### src/rtl/adder_sched_pkg.sv
// Shared types and constants for the round-robin adder scheduler.
// The id-width helper is max(1, clog2(n)) and sizes both ids and counters.
package adder_sched_pkg;

  localparam int DATA_W = 32;

  typedef enum logic [1:0] {
    IDLE   = 2'd0,
    SETTLE = 2'd1,
    RESP   = 2'd2
  } state_t;

  function automatic int id_width(input int n);
    return (n <= 2) ? 1 : $clog2(n);
  endfunction

endpackage

### src/rtl/adder_rr_scheduler_arb.sv
// Combinational round-robin arbiter. It picks the first requester at or after
// ptr, wrapping from index N-1 back to 0.
module rr_arbiter
  import adder_sched_pkg::*;
#(
  parameter  int N  = 4,
  localparam int IW = id_width(N)
) (
  input  logic [N-1:0]  req,
  input  logic [IW-1:0] ptr,
  output logic [N-1:0]  grant,
  output logic [IW-1:0] grant_idx,
  output logic          any_req
);

  int idx;

  always_comb begin
    grant_idx = '0;
    any_req   = 1'b0;
    idx       = 0;
    for (int k = 0; k < N; k++) begin
      // ptr is always below N, so a single subtraction wraps the index.
      idx = int'(ptr) + k;
      if (idx >= N) idx = idx - N;
      if (!any_req && req[idx]) begin
        any_req   = 1'b1;
        grant_idx = IW'(idx);
      end
    end
    grant = any_req ? (N'(1) << grant_idx) : '0;
  end

endmodule

### src/rtl/ripple_carry_adder.sv
// Plain ripple-carry adder. It is purely combinational, so callers must hold
// the operands steady long enough for the carry chain to settle.
module RippleCarryAdder #(
  parameter int W = 32
) (
  input  logic [W-1:0] a,
  input  logic [W-1:0] b,
  input  logic         cin,
  output logic [W-1:0] sum,
  output logic         cout
);

  logic [W:0] carry;

  assign carry[0] = cin;

  for (genvar gi = 0; gi < W; gi++) begin : g_fa
    assign sum[gi]     = a[gi] ^ b[gi] ^ carry[gi];
    assign carry[gi+1] = (a[gi] & b[gi]) | (carry[gi] & (a[gi] ^ b[gi]));
  end

  assign cout = carry[W];

endmodule

### src/rtl/adder_rr_scheduler.sv
// Shares one ripple-carry adder between NUM_REQ requesters. Requesters are
// granted round-robin, operands are held for SETTLE_CYCLES, and the result is returned.
module adder_rr_scheduler
  import adder_sched_pkg::*;
#(
  parameter  int NUM_REQ       = 4,
  parameter  int SETTLE_CYCLES = 2,
  localparam int ID_W          = id_width(NUM_REQ)
) (
  input  logic                        clk,
  input  logic                        rst,
  input  logic [NUM_REQ-1:0]          req_valid,
  output logic [NUM_REQ-1:0]          req_ready,
  input  logic [NUM_REQ*DATA_W-1:0]   req_a,
  input  logic [NUM_REQ*DATA_W-1:0]   req_b,
  input  logic [NUM_REQ-1:0]          req_cin,
  output logic                        rsp_valid,
  input  logic                        rsp_ready,
  output logic [ID_W-1:0]             rsp_id,
  output logic [DATA_W-1:0]           rsp_sum,
  output logic                        rsp_cout,
  output logic                        rsp_overflow,
  output logic                        busy
);

  localparam int CNT_W = id_width(SETTLE_CYCLES);

  if (SETTLE_CYCLES < 1) begin : g_bad_settle
    $error("adder_rr_scheduler: SETTLE_CYCLES must be at least 1");
  end
  if (NUM_REQ < 1 || NUM_REQ > 16) begin : g_bad_num_req
    $error("adder_rr_scheduler: NUM_REQ must be in 1..16");
  end

  state_t              state_reg;
  logic [ID_W-1:0]     ptr_reg;
  logic [CNT_W-1:0]    cnt_reg;
  logic [DATA_W-1:0]   a_reg;
  logic [DATA_W-1:0]   b_reg;
  logic                cin_reg;
  logic [ID_W-1:0]     id_reg;
  logic                rsp_valid_reg;
  logic [DATA_W-1:0]   rsp_sum_reg;
  logic                rsp_cout_reg;
  logic                rsp_overflow_reg;
  logic                busy_reg;

  logic [NUM_REQ-1:0]  grant;
  logic [ID_W-1:0]     grant_idx;
  logic                any_req;
  logic [DATA_W-1:0]   add_sum;
  logic                add_cout;
  logic                add_overflow;
  logic [ID_W-1:0]     ptr_next;

  rr_arbiter #(.N(NUM_REQ)) u_arb (
    .req       (req_valid),
    .ptr       (ptr_reg),
    .grant     (grant),
    .grant_idx (grant_idx),
    .any_req   (any_req)
  );

  // The operand registers feed the adder directly. Nothing else drives it.
  RippleCarryAdder #(.W(DATA_W)) u_add (
    .a    (a_reg),
    .b    (b_reg),
    .cin  (cin_reg),
    .sum  (add_sum),
    .cout (add_cout)
  );

  assign add_overflow = (a_reg[DATA_W-1] == b_reg[DATA_W-1]) &&
                        (add_sum[DATA_W-1] != a_reg[DATA_W-1]);

  assign ptr_next = (grant_idx == ID_W'(NUM_REQ - 1)) ? '0 : grant_idx + 1'b1;

  // The grant is combinational in IDLE, so it must be masked while reset is held.
  assign req_ready = (state_reg == IDLE && !rst) ? grant : '0;

  always_ff @(posedge clk or posedge rst) begin
    if (rst) begin
      state_reg        <= IDLE;
      ptr_reg          <= '0;
      cnt_reg          <= '0;
      a_reg            <= '0;
      b_reg            <= '0;
      cin_reg          <= 1'b0;
      id_reg           <= '0;
      rsp_valid_reg    <= 1'b0;
      rsp_sum_reg      <= '0;
      rsp_cout_reg     <= 1'b0;
      rsp_overflow_reg <= 1'b0;
      busy_reg         <= 1'b0;
    end else begin
      case (state_reg)
        IDLE: begin
          if (any_req) begin
            a_reg     <= req_a[grant_idx*DATA_W +: DATA_W];
            b_reg     <= req_b[grant_idx*DATA_W +: DATA_W];
            cin_reg   <= req_cin[grant_idx];
            id_reg    <= grant_idx;
            cnt_reg   <= CNT_W'(SETTLE_CYCLES - 1);
            ptr_reg   <= ptr_next;
            busy_reg  <= 1'b1;
            state_reg <= SETTLE;
          end
        end
        SETTLE: begin
          if (cnt_reg != '0) begin
            cnt_reg <= cnt_reg - 1'b1;
          end else begin
            rsp_sum_reg      <= add_sum;
            rsp_cout_reg     <= add_cout;
            rsp_overflow_reg <= add_overflow;
            rsp_valid_reg    <= 1'b1;
            state_reg        <= RESP;
          end
        end
        RESP: begin
          if (rsp_valid_reg && rsp_ready) begin
            rsp_valid_reg <= 1'b0;
            busy_reg      <= 1'b0;
            state_reg     <= IDLE;
          end
        end
        default: begin
          state_reg <= IDLE;
          busy_reg  <= 1'b0;
        end
      endcase
    end
  end

  assign rsp_valid    = rsp_valid_reg;
  assign rsp_id       = id_reg;
  assign rsp_sum      = rsp_sum_reg;
  assign rsp_cout     = rsp_cout_reg;
  assign rsp_overflow = rsp_overflow_reg;
  assign busy         = busy_reg;

endmodule
### config.mk
export PLATFORM = sky130hd
export DESIGN_NAME = adder_rr_scheduler
export DESIGN_NICKNAME = d
export VERILOG_FILES = /design/src/rtl/adder_sched_pkg.sv /design/src/rtl/adder_rr_scheduler_arb.sv /design/src/rtl/ripple_carry_adder.sv /design/src/rtl/adder_rr_scheduler.sv
export SDC_FILE = /design/constraint.sdc
export NUM_CORES = 1
export LEC_CHECK = 0
export BUFFER_PORTS_ARGS = -buffer_cell sky130_fd_sc_hd__buf_2
export CORE_AREA = 2 2 155 97
export DETAILED_ROUTE_END_ITERATION = 8
export DIE_AREA = 0 0 157 99
export PLACE_DENSITY = 0.8
export SLEW_MARGIN = 20
export SYNTH_ARGS = -nofsm -noshare
export SYNTH_HDL_FRONTEND = slang
export SYNTH_SLANG_ARGS = --single-unit
### constraint.sdc
create_clock -name clk -period 16.3 [get_ports clk]
set_input_delay 0.815 -clock clk [delete_from_list [all_inputs] [get_ports clk]]
set_output_delay 0.815 -clock clk [all_outputs]
set_load 0.02 [all_outputs]
* Yosys cells after proc, flatten, opt, wreduce, memory -nomap -nowiden
Cells that the tools add are included.
** Cells by class
- Bitwise logic cells :: 162
- Magnitude comparators :: 9
- Eq/ne operators :: 8
- Muxes and demuxes :: 40
- Shift-type cells :: 3
- Add/subtract/negate cells :: 9
- Reduce and logical (&&, ||, !) cells :: 19
** Operators with widths (count)
- 128-bit by 8-bit indexed part select with 32-bit output :: 2
- 32-bit by 4-bit less-than comparator with 1-bit output (second input constant) :: 4
- 32-bit 2-to-1 mux :: 4
- 32-bit by 4-bit >= comparator with 1-bit output (second input constant) :: 3
- 32-bit by 4-bit subtractor with 32-bit output (second input constant) :: 3
- 1-bit bitwise AND :: 64
- 1-bit bitwise XOR :: 64
- 1-bit bitwise OR :: 32
- 1-bit 2-to-1 mux :: 17
- 2-bit 2-to-1 mux :: 8
- 1-bit binary-select mux with 2-bit select :: 5
- 3-bit AND reduction :: 3
- 4-bit 2-to-1 mux :: 2
- 2-bit by 2-bit adder with 3-bit output (second input constant) :: 2
- 1-bit logical AND :: 6
- 2-bit != test (second input constant) :: 3
- 2-bit one-hot mux with 3 select lines :: 1
- 2-bit AND reduction :: 3
- 2-bit == test (second input constant) :: 2
- 1-bit logical NOT :: 4
- 1-bit one-hot mux with 2 select lines :: 2
- 2-bit nonzero test :: 2
- 1-bit by 2-bit left shift with 4-bit output (first input constant) :: 1
- 2-bit by 3-bit subtractor with 4-bit output (second input constant) :: 1
- 11 further kinds :: 12
** Word-level totals
- Bits in registers :: 108
- Input bits :: 267
- Logic and storage cells :: 262

* Logic depth before layout (Yosys ltp)
Gate-level depths: netlist (run 1).
- Depth in word-level cells :: 66
- Gate-level depth with buffers :: 37
- Mapped depth without buffers :: 37

* By module
Synthesis (run 1) repeated with hierarchy kept, for this count alone.
** Unflattened totals
- Cell total of the unflattened synthesis :: 561
- Area total of the unflattened synthesis :: 6846.6 µm²
** Modules (own cells, without submodules)
- adder_rr_scheduler :: seq. area each 2702.6 µm², cells an instance 487, instances 1, area an instance 5985.7 µm²
- RippleCarryAdder :: seq. area each 0.0 µm², cells an instance 42, instances 1, area an instance 678.2 µm²
- rr_arbiter :: seq. area each 0.0 µm², cells an instance 32, instances 1, area an instance 182.7 µm²

* Worst setup path before layout (run 1)
No wires, ideal clock.
- Kind :: flip-flop to flip-flop
- Start :: register a_reg[0]
- End :: register rsp_overflow_reg (netlist: rsp_overflow)
- Library setup time :: 95 ps
- Arrival time :: 12818 ps
- Slack :: 3387 ps
- Buffers on the path :: 0
- Required time :: 16205 ps
- Stages on the path, launching flop included :: 38
- Cells stage by stage :: dfrtp_1 -> fa_1 -> fa_1 -> fa_1 -> fa_1 -> fa_1 -> fa_1 -> fa_1 -> fa_1 -> fa_1 -> fa_1 -> fa_1 -> fa_1 -> fa_1 -> fa_1 -> fa_1 -> fa_1 -> inv_1 -> [... 2 more ...] -> fa_1 -> fa_1 -> fa_1 -> fa_1 -> fa_1 -> fa_1 -> fa_1 -> fa_1 -> fa_1 -> fa_1 -> fa_1 -> fa_1 -> fa_1 -> fa_1 -> inv_1 -> fa_1 -> xor2_1 -> o31ai_1
** On the way
- Longest elaborated chain between the ends :: 66
- Elaborated cells on any way between the ends :: 67
- Classes of those cells :: 1 x eq/ne; 65 x bitwise; 1 x reduce/logical
** Ends and longest elaborated chain
- from (decl) :: line adder_rr_scheduler.sv:38 : logic [DATA_W-1:0] a_reg;
- from (signal assigned) :: line adder_rr_scheduler.sv:99 : a_reg <= req_a[grant_idx*DATA_W +: DATA_W];
- 1-bit bitwise XOR :: line ripple_carry_adder.sv:19 : assign carry[gi+1] = (a[gi] & b[gi]) | (carry[gi] & (a[gi] ^ b[gi]));
- 1-bit bitwise AND :: line ripple_carry_adder.sv:19
- 1-bit bitwise OR * :: line ripple_carry_adder.sv:19
- 1-bit bitwise AND * :: line ripple_carry_adder.sv:19
- 1-bit bitwise OR * :: line ripple_carry_adder.sv:19
- 1-bit bitwise AND * :: line ripple_carry_adder.sv:19
- 1-bit bitwise OR * :: line ripple_carry_adder.sv:19
- 1-bit bitwise AND * :: line ripple_carry_adder.sv:19
- [... 50 more ...]
- 1-bit bitwise OR * :: line ripple_carry_adder.sv:19
- 1-bit bitwise AND * :: line ripple_carry_adder.sv:19
- 1-bit bitwise OR * :: line ripple_carry_adder.sv:19
- 1-bit bitwise AND * :: line ripple_carry_adder.sv:19
- 1-bit bitwise OR * :: line ripple_carry_adder.sv:19
- 1-bit bitwise XOR * :: line ripple_carry_adder.sv:18 : assign sum[gi] = a[gi] ^ b[gi] ^ carry[gi];
- 1-bit != test * :: line adder_rr_scheduler.sv:74 : (add_sum[DATA_W-1] != a_reg[DATA_W-1]);
- 1-bit logical AND * :: line adder_rr_scheduler.sv:73 : assign add_overflow = (a_reg[DATA_W-1] == b_reg[DATA_W-1]) &&
- to (signal assigned) :: line adder_rr_scheduler.sv:115 : rsp_overflow_reg <= add_overflow;
- to (decl) :: line adder_rr_scheduler.sv:45 : logic rsp_overflow_reg;
Mark *: on every way between the ends. The rest lies on a longest branch, timed or not.
A chain may end at the register's enable or synchronous reset.

* Worst setup path in the final report (run 1)
Ends and elaborated chain as after synthesis.

==> flow_summary.toml, run 1 <==
[cells_and_area]
diodes = 0
drive_gt1_share_pct = 38.12
area_growth_pct = 28.08
fin_nets = 1192

[floorplanning]
die_area_um2 = 15540
num_rows = 34
die_w_um = 157
die_h_um = 99
core_area_um2 = 14080
ios = 309
initial_core_util_pct = 46.26

[clock_network]
holdBufCountCts = 0
clockRootBuffer = "clkbuf_16"
htreeDepth = 3
clockBufferDepth = 2
post_cts_buffers = 0
clock-sinks = 108
cts_tree = "built"
cts_buffers = 9
clk_latency_ps = 340
clkSlewWorstSetupHoldPaths_ps = 70
cts.repair.resized = 0

[critical_path]
start_kind = "flop"
slowest_delay_ps = 440
cp_slowest_cell = "fa_1"
crit_required_ps = 16540
critPathBufInv = 3
cp_common_cell = "fa_1"
cp_top_family = "adder cells"
crit_type = "reg -> reg"
worst_ep_arrival_time_ps = 13890
path_max_fanout = 2
cp-end-kind = "flop"

[timing]
setup_violations = 0
fmax_mhz = 73.26
hold_viol_final = 0
slew_headroom_pct = 28.11
post-route-min-period_ps = 13650
setup_tns_ps = 0
rsz0062_at_grt = "false"
period_share_pct = 83.74
whs_ps = 468.7
fin_worst_skew_ps = 12.64
worst_pin_slew_ps = 1078
slew_violations = 0

[detailed_routing]
wl_per_cell_um = 16.26
drtIter0Drc = 287
antenna_left = 0
routed_wl_um = 17720
via_count = 5706
firstDrtPassIters = 4
viasPerCell = 5.235
drc = 0

[global_route]
grt_pass1_vias = 5509
grt_antenna_before_repair = 2
grt_busiest_layer = "met2"
grt-ovfl-total = 0
grt_first_pass_wirelength_um = 27500
gr-usage-met1_pct = 30.64
track_usage_pct = 22.64
grtUsageMet3_pct = 5.409
met2_usage_pct = 37.52
grt_start_max_net_pins = 66

[synth]
synth_edf_count = 0
yosysTopAreaCell = "dfrtp_1"
syn-instance-count = 607
synthArstFlopShare_pct = 100.0
ys_seq_area_share_pct = 41.49
yosysWarnings = 0
syn_nets = 911
netlist_area_um2 = 6514
synthTopCellsByArea = "dfrtp_1 41%, mux2i_1 20%, fa_1 9.8%, nand2_1 9.8%, o221ai_1 8.7%"
yosys_register_bits = 108
yosys.area.top_type_share_pct = 41.49
synth.most_common_cell = "nand2_1"
syn_area_per_cell_um2 = 10.73
synth_ff_type = "dfrtp_1"
synth_cell_type_count = 32
synth_common_cells = "170 x nand2_1, 130 x mux2i_1, 108 x dfrtp_1, 65 x o221ai_1, 32 x fa_1"

[flow_run]
drv_cap = 0

[place]
io_buffers = 308
hpwl_um = 13770
gp_congestion = 0.8080

[power_and_ir_drop]
p_leak_nw = 4.616
ir_drop_uv = 76.17
p_per_area_nw_per_um2 = 184.6

[run_status]
status = "finished clean"

[worst_hold_path]
hp-class = "reg -> reg"
## worst paths after layout
check	from	to	slack, ps	cells after the start
setup / recovery	a_reg[0]$_DFFE_PP0P_	rsp_overflow$_DFFE_PP0P_	2650	37
hold / removal	rsp_sum[6]$_DFFE_PP0P_	rsp_sum[6]$_DFFE_PP0P_	470	2
setup reg to reg	a_reg[0]$_DFFE_PP0P_	rsp_overflow$_DFFE_PP0P_	2650	37
hold reg to reg	rsp_sum[6]$_DFFE_PP0P_	rsp_sum[6]$_DFFE_PP0P_	470	2
max in group asynchronous	rst	b_reg[17]$_DFFE_PP0P_	14530	3
min in group asynchronous	rst	rsp_id[0]$_DFFE_PP0P_	560	2
## through the flow
| stage | worst slack [ps] | area [um2] | cells | power [mW] | utilization, % |
|---|---|---|---|---|---|
| global route | 2213 | 8343 | 1090 | 1.678 | 59.25 |
| detailed placement | 2683 | 8058 | 1075 | 1.340 | 57.22 |
| global placement | 2851 | 8058 | 1075 | 1.306 | 57.22 |
| floorplan | 3387 | 6514 | 607 | 1.130 | - |
| finish | 2650 | 8343 | 1090 | 1.540 | 59.25 |
| CTS | 2624 | 8343 | 1090 | 1.555 | 59.25 |
## cells by family after synthesis
family	after synthesis	synth area share, %
buffers and inverters	58	5.686
AND/OR/NAND/NOR	190	11.49
XOR/XNOR	1	0.1345
multiplexers	130	19.98
flip-flops	108	41.49
AO/OA/AOI/OAI	83	10.43
adder cells (fa/ha/maj)	37	10.80
## layout make-up
cell class | count | area, um2
Inverter | 12 | 47.55
Tap cell | 198 | 247.7
Sequential cell | 108 | 2703
Fill cell | 1214 | 5738
Clock buffer | 11 | 252.7
Multi-Input combinational cell | 441 | 3458
Clock inverter | 4 | 32.53
Timing Repair Buffer | 316 | 1602
## worst reg2reg max path: cells and delay by family (launching register included)
kind,cells,cell delay [ps]
adder cells (fa/ha/maj),32,12590
flip-flops,1,410
buffers and inverters,3,210
AO/OA/AOI/OAI,1,210
XOR/XNOR,1,170
## cell usage in the layout, fill, tap and decap left out, types with 2 or more instances in the layout
cell type / n
inv_2: 2
a21oi_1: 5
nand2_1: 168
fa_1: 32
inv_6: 2
inv_1: 9
nor2_1: 7
mux2i_1: 130
o21ai_0: 4
clkinvlp_4: 2
buf_2: 308
o221ai_1: 65
clkbuf_16: 9
clkbuf_8: 2
nand2b_1: 3
o31ai_1: 2
and3_1: 4
dfrtp_1: 108
ha_1: 5
o21ai_1: 2
buf_4: 8
nand2_2: 2
nor2b_1: 2
## routing by layer
layer  wire (um)  vias up
li1            -     2706
met1        8007     2779
met2        8307      205
met3        1219       14
met4         173        2
met5          11        -
## power breakdown
group | leakage [nW] | switching (mW) | total (mW) | internal, mW
registers | 1.34 | 0.101 | 0.504 | 0.403
clock network | 0.135 | 0.0984 | 0.211 | 0.112
logic | 3.14 | 0.479 | 0.826 | 0.347
(Power assumes the default switching activity.)
==> inputs of run 2 (changes only) <==
- clock period: 16.3 -> 13.2 ns (I/O delays scaled with it)
==> flow_summary.toml, run 2 (synthesis results as in run 1) <==
[place]
gp_congestion = 0.8092
post-place-cells = 1075
hpwl_um = 13870
io_buffers = 308

[detailed_routing]
drc = 0
firstDrtPassIters = 6
antenna_left = 0
drtIter0Drc = 288
wl_per_cell_um = 16.47
viasPerCell = 5.199
routed_wl_um = 17970
via_count = 5672

[critical_path]
path_max_fanout = 2
crit_required_ps = 13440
slowest_delay_ps = 440
cp_common_cell = "fa_2"
worst_ep_arrival_time_ps = 13010
crit_type = "reg -> reg"
start_kind = "flop"
cp-end-kind = "flop"
cp_slowest_cell = "fa_1"

[timing]
fmax_mhz = 78.34
fin_worst_skew_ps = 10.17
slew_headroom_pct = 28.45
whs_ps = 387.1
period_share_pct = 96.71
post-route-min-period_ps = 12770
slew_violations = 0
setup_violations = 0
rsz0062_at_grt = "false"
worst_pin_slew_ps = 1073
hold_viol_final = 0
setup_tns_ps = 0

[clock_network]
clkSlewWorstSetupHoldPaths_ps = 70
cts_tree = "built"
post_cts_buffers = 0
clk_latency_ps = 340
clock-sinks = 108
clockRootBuffer = "clkbuf_16"
cts_buffers = 9
htreeDepth = 3
clockBufferDepth = 2
holdBufCountCts = 0

[power_and_ir_drop]
p_sw_share_pct = 44.28
pwr-share-clk_pct = 13.5
seq_power_share_pct = 32.6
ir_drop_uv = 106.6
p_per_area_nw_per_um2 = 229.9
p_switching_uw = 854.2
comb_power_share_pct = 54.0
p_int_mw = 1.075
p_leak_nw = 4.601

[floorplanning]
core_area_um2 = 14080
die_h_um = 99
num_rows = 34
die_w_um = 157
ios = 309
initial_core_util_pct = 46.26
die_area_um2 = 15540

[cells_and_area]
drive_gt1_share_pct = 40.31
area_growth_pct = 28.79
seqCellArea_um2 = 2703
n_fill_cell = 1253
fin_nets = 1192
instances_no_fill = 1091
diodes = 0
multi_input_area_um2 = 3506
final_common_cell = "buf_2"
layout_common_cells = "308 x buf_2, 168 x nand2_1, 130 x mux2i_1, 108 x dfrtp_1, 65 x o221ai_1"

[global_route]
grt_start_max_net_pins = 66
track_usage_pct = 23.21
grt-ovfl-total = 0
grt_pass1_vias = 5637
grt_first_pass_wirelength_um = 28120
grt_antenna_before_repair = 2

[flow_run]
drv_cap = 0

[worst_hold_path]
hp-class = "in -> async"

[run_status]
status = "finished clean"
## run 2: cell type report
type | instances | share of cell area, %
repair buffers | 316 | 19.09
well taps | 198 | 2.953
clock inverters | 6 | 0.5369
inverters | 12 | 0.5667
multi-input cells | 441 | 41.79
clock buffers | 10 | 2.849
flip-flops and latches | 108 | 32.21
## run 2: routing by layer
metal	track usage, %	share of wire (%)	vias to the layer above
li1	-	-	2721
met1	31.14	44	2717
met2	38.26	48	206
met3	5.497	6.7	26
met4	5.716	1.7	2
met5	0	0.078	-
## run 2: what timing repair did
action,in CTS,in global routing
resized for setup,11,8
endpoints found under the setup margin,3,2
pin swaps,0,0
## run 2: through the flow
stage                     setup WS (ps)  instance area [um2]  utilization (%)  total power [mW]
after detailed placement         -514.4                 8058            57.22             1.655
after floorplan                   286.7                 6514                -             1.395
after global routing              29.56                 8389            59.58             2.104
after global placement           -249.9                 8058            57.22             1.613
after CTS                         34.23                 8369            59.44             1.931
final                             434.8                 8389            59.58             1.929
## run 2: path summary, 6_finish.rpt
path,slack (ps),startpoint,cells past startpoint,end
setup / recovery,430,a_reg[0]$_DFFE_PP0P_,37,rsp_overflow$_DFFE_PP0P_
hold / removal,390,rst,2,rsp_id[0]$_DFFE_PP0P_
setup reg to reg,430,a_reg[0]$_DFFE_PP0P_,37,rsp_overflow$_DFFE_PP0P_
hold reg to reg,470,rsp_sum[3]$_DFFE_PP0P_,2,rsp_sum[3]$_DFFE_PP0P_
max in group asynchronous,11610,rst,3,b_reg[16]$_DFFE_PP0P_
min in group clk,470,rsp_sum[3]$_DFFE_PP0P_,2,rsp_sum[3]$_DFFE_PP0P_
## run 2: power by group through the flow
stage          registers, mW  clock network, mW  logic [mW]
2_1_floorplan          0.664                  0       0.731
3_3_place_gp           0.622                  0       0.991
3_5_place_dp           0.631                  0        1.02
4_1_cts                0.628              0.266        1.04
5_1_grt                0.652              0.281        1.17
6_report               0.628              0.260        1.04
## run 2: worst max-delay path: cells and delay by family (launching register included)
kind | cells | cell delay, ps
flops | 1 | 410
buf+inv | 3 | 200
compound gates | 1 | 210
fa+ha+maj | 32 | 11660
xor+xnor | 1 | 160
==> inputs of run 3 (changes only) <==
- CORE_AREA: 2 2 155 97 -> 2 2 162 101
- DIE_AREA: 0 0 157 99 -> 0 0 164 103
- PLACE_DENSITY: 0.8 -> 0.77
- clock period: 13.2 -> 11.7 ns (I/O delays scaled with it)
==> flow_summary.toml, run 3 (synthesis results as in run 1) <==
[run_status]
status = "complete, but fails checks"
violations = "negative setup slack"

[place]
gp_congestion = 0.7791
hpwl_um = 13320
io_buffers = 308

[timing]
whs_ps = 330.0
slew_headroom_pct = 32.87
layout_setup_ws_ps = -508.5
hold_viol_final = 0
fin_worst_skew_ps = 8.741
fmax_mhz = 81.91
setup_violations = 2
rsz0062_at_grt = "true"
slew_violations = 0
period_share_pct = 104.3
worst_pin_slew_ps = 1007
post-route-min-period_ps = 12210

[floorplanning]
num_rows = 36
die_w_um = 164
core_area_um2 = 15630
ios = 309
die_area_um2 = 16890
die_h_um = 103
initial_core_util_pct = 41.67

[global_route]
grt_first_pass_wirelength_um = 27620
grt_start_max_net_pins = 73
grt_antenna_before_repair = 2
grt-ovfl-total = 0
grt_pass1_vias = 5364
track_usage_pct = 21.20

[cells_and_area]
layout_common_cells = "308 x buf_2, 167 x nand2_1, 130 x mux2i_1, 108 x dfrtp_1, 65 x o221ai_1"
diodes = 0
final_common_cell = "buf_2"
n_fill_cell = 1420
drive_gt1_share_pct = 42.13
utilization_pct = 54.15
fin_nets = 1192
area_growth_pct = 29.95

[power_and_ir_drop]
ir_drop_uv = 225.3
p_leak_nw = 4.585
finalPower_mw = 2.211
p_per_area_nw_per_um2 = 261.2

[clock_network]
htreeDepth = 3
clk_latency_ps = 340
clock-sinks = 108
clockBufferDepth = 2
clkSlewWorstSetupHoldPaths_ps = 70
clockRootBuffer = "clkbuf_16"
cts_tree = "built"
cts_buffers = 9

[flow_run]
drv_cap = 0

[detailed_routing]
drtIter0Drc = 219
drc = 0
routed_wl_um = 18100
antenna_left = 0
via_count = 5633
viasPerCell = 5.126
wl_per_cell_um = 16.47
firstDrtPassIters = 4

[critical_path]
start_kind = "flop"
cp-end-kind = "flop"
slowest_delay_ps = 440
crit_required_ps = 11930
cp_common_cell = "fa_2"
crit_type = "reg -> reg"
cp_slowest_cell = "fa_2"
worst_ep_arrival_time_ps = 12440
path_max_fanout = 2

[worst_hold_path]
hp-class = "in -> async"
[run 3: cell count changes in the layout (fill, tap and decap cells not counted), moves of 3 or more]
cell,before,now
fa_1,13,0
inv_6,4,1
inv_2,2,5
fa_2,19,32
inv_1,9,6
[run 3: timing repair]
action,CTS,global route
pin swaps,1,0
endpoints found under the setup margin,4,4
resized for setup,9,2
hold endpoints to repair,0,0
setup buffers,2,0
hold buffers,0,0
gates cloned,0,0
[run 3: worst paths after layout]
path | start | end | slack, ps | cells past startpoint
max | a_reg[0]$_DFFE_PP0P_ | rsp_overflow$_DFFE_PP0P_ | -510 | 37
min | rst | b_reg[29]$_DFFE_PP0P_ | 330 | 2
max reg2reg | a_reg[0]$_DFFE_PP0P_ | rsp_overflow$_DFFE_PP0P_ | -510 | 37
min reg2reg | rsp_sum[29]$_DFFE_PP0P_ | rsp_sum[29]$_DFFE_PP0P_ | 470 | 2
max in group asynchronous | rst | rsp_sum[13]$_DFFE_PP0P_ | 10160 | 3
min in group clk | rsp_sum[29]$_DFFE_PP0P_ | rsp_sum[29]$_DFFE_PP0P_ | 470 | 2
[run 3: critical path, delay by kind of cell, from the launching register on]
| kind | cells | cell delay (ps) |
|---|---|---|
| adders and majority gates | 32 | 11220 |
| AOI/OAI and AO/OA | 1 | 190 |
| buffers and inverters | 3 | 160 |
| DFF | 1 | 400 |
| xor gates and xnor gates | 1 | 150 |
[run 3: power breakdown]
group | leakage, nW | internal, mW | switching [mW] | total (mW)
registers | 1.34 | 0.561 | 0.148 | 0.709
clock network | 0.144 | 0.185 | 0.135 | 0.320
logic | 3.10 | 0.507 | 0.674 | 1.18
total | 4.59 | 1.25 | 0.957 | 2.21
[run 3: area by class of cell]
cell class / count / area, um2 / area share (%)
clock buffer: 9 / 225.2 / 2.661
clock inverter: 4 / 76.32 / 0.9017
inverter: 12 / 47.55 / 0.5617
multi-input combinational: 441 / 3550 / 41.94
sequential: 108 / 2703 / 31.93
tap: 209 / 261.5 / 3.089
timing repair buffer: 316 / 1602 / 18.92
[run 3: per-stage QoR]
step	instance area [um2]	setup TNS, ps	setup WS [ps]	std cells
after floorplan	6581	-122.4	-122.4	607
after global placement	8132	-906.2	-522.7	1084
after detailed placement	8132	-1113	-585.2	1084
after CTS	8462	-937.9	-518.2	1099
after global routing	8464	-2010	-829.8	1099
final	8464	-892.7	-508.5	1099
[run 3: metal layers]
layer	up-vias	wire, um	GRT usage [%]
met4	0	170	4.116
li1	2704	-	-
met3	12	1143	4.827
met5	-	0	0
met1	2729	8260	29.09
met2	188	8526	35.00
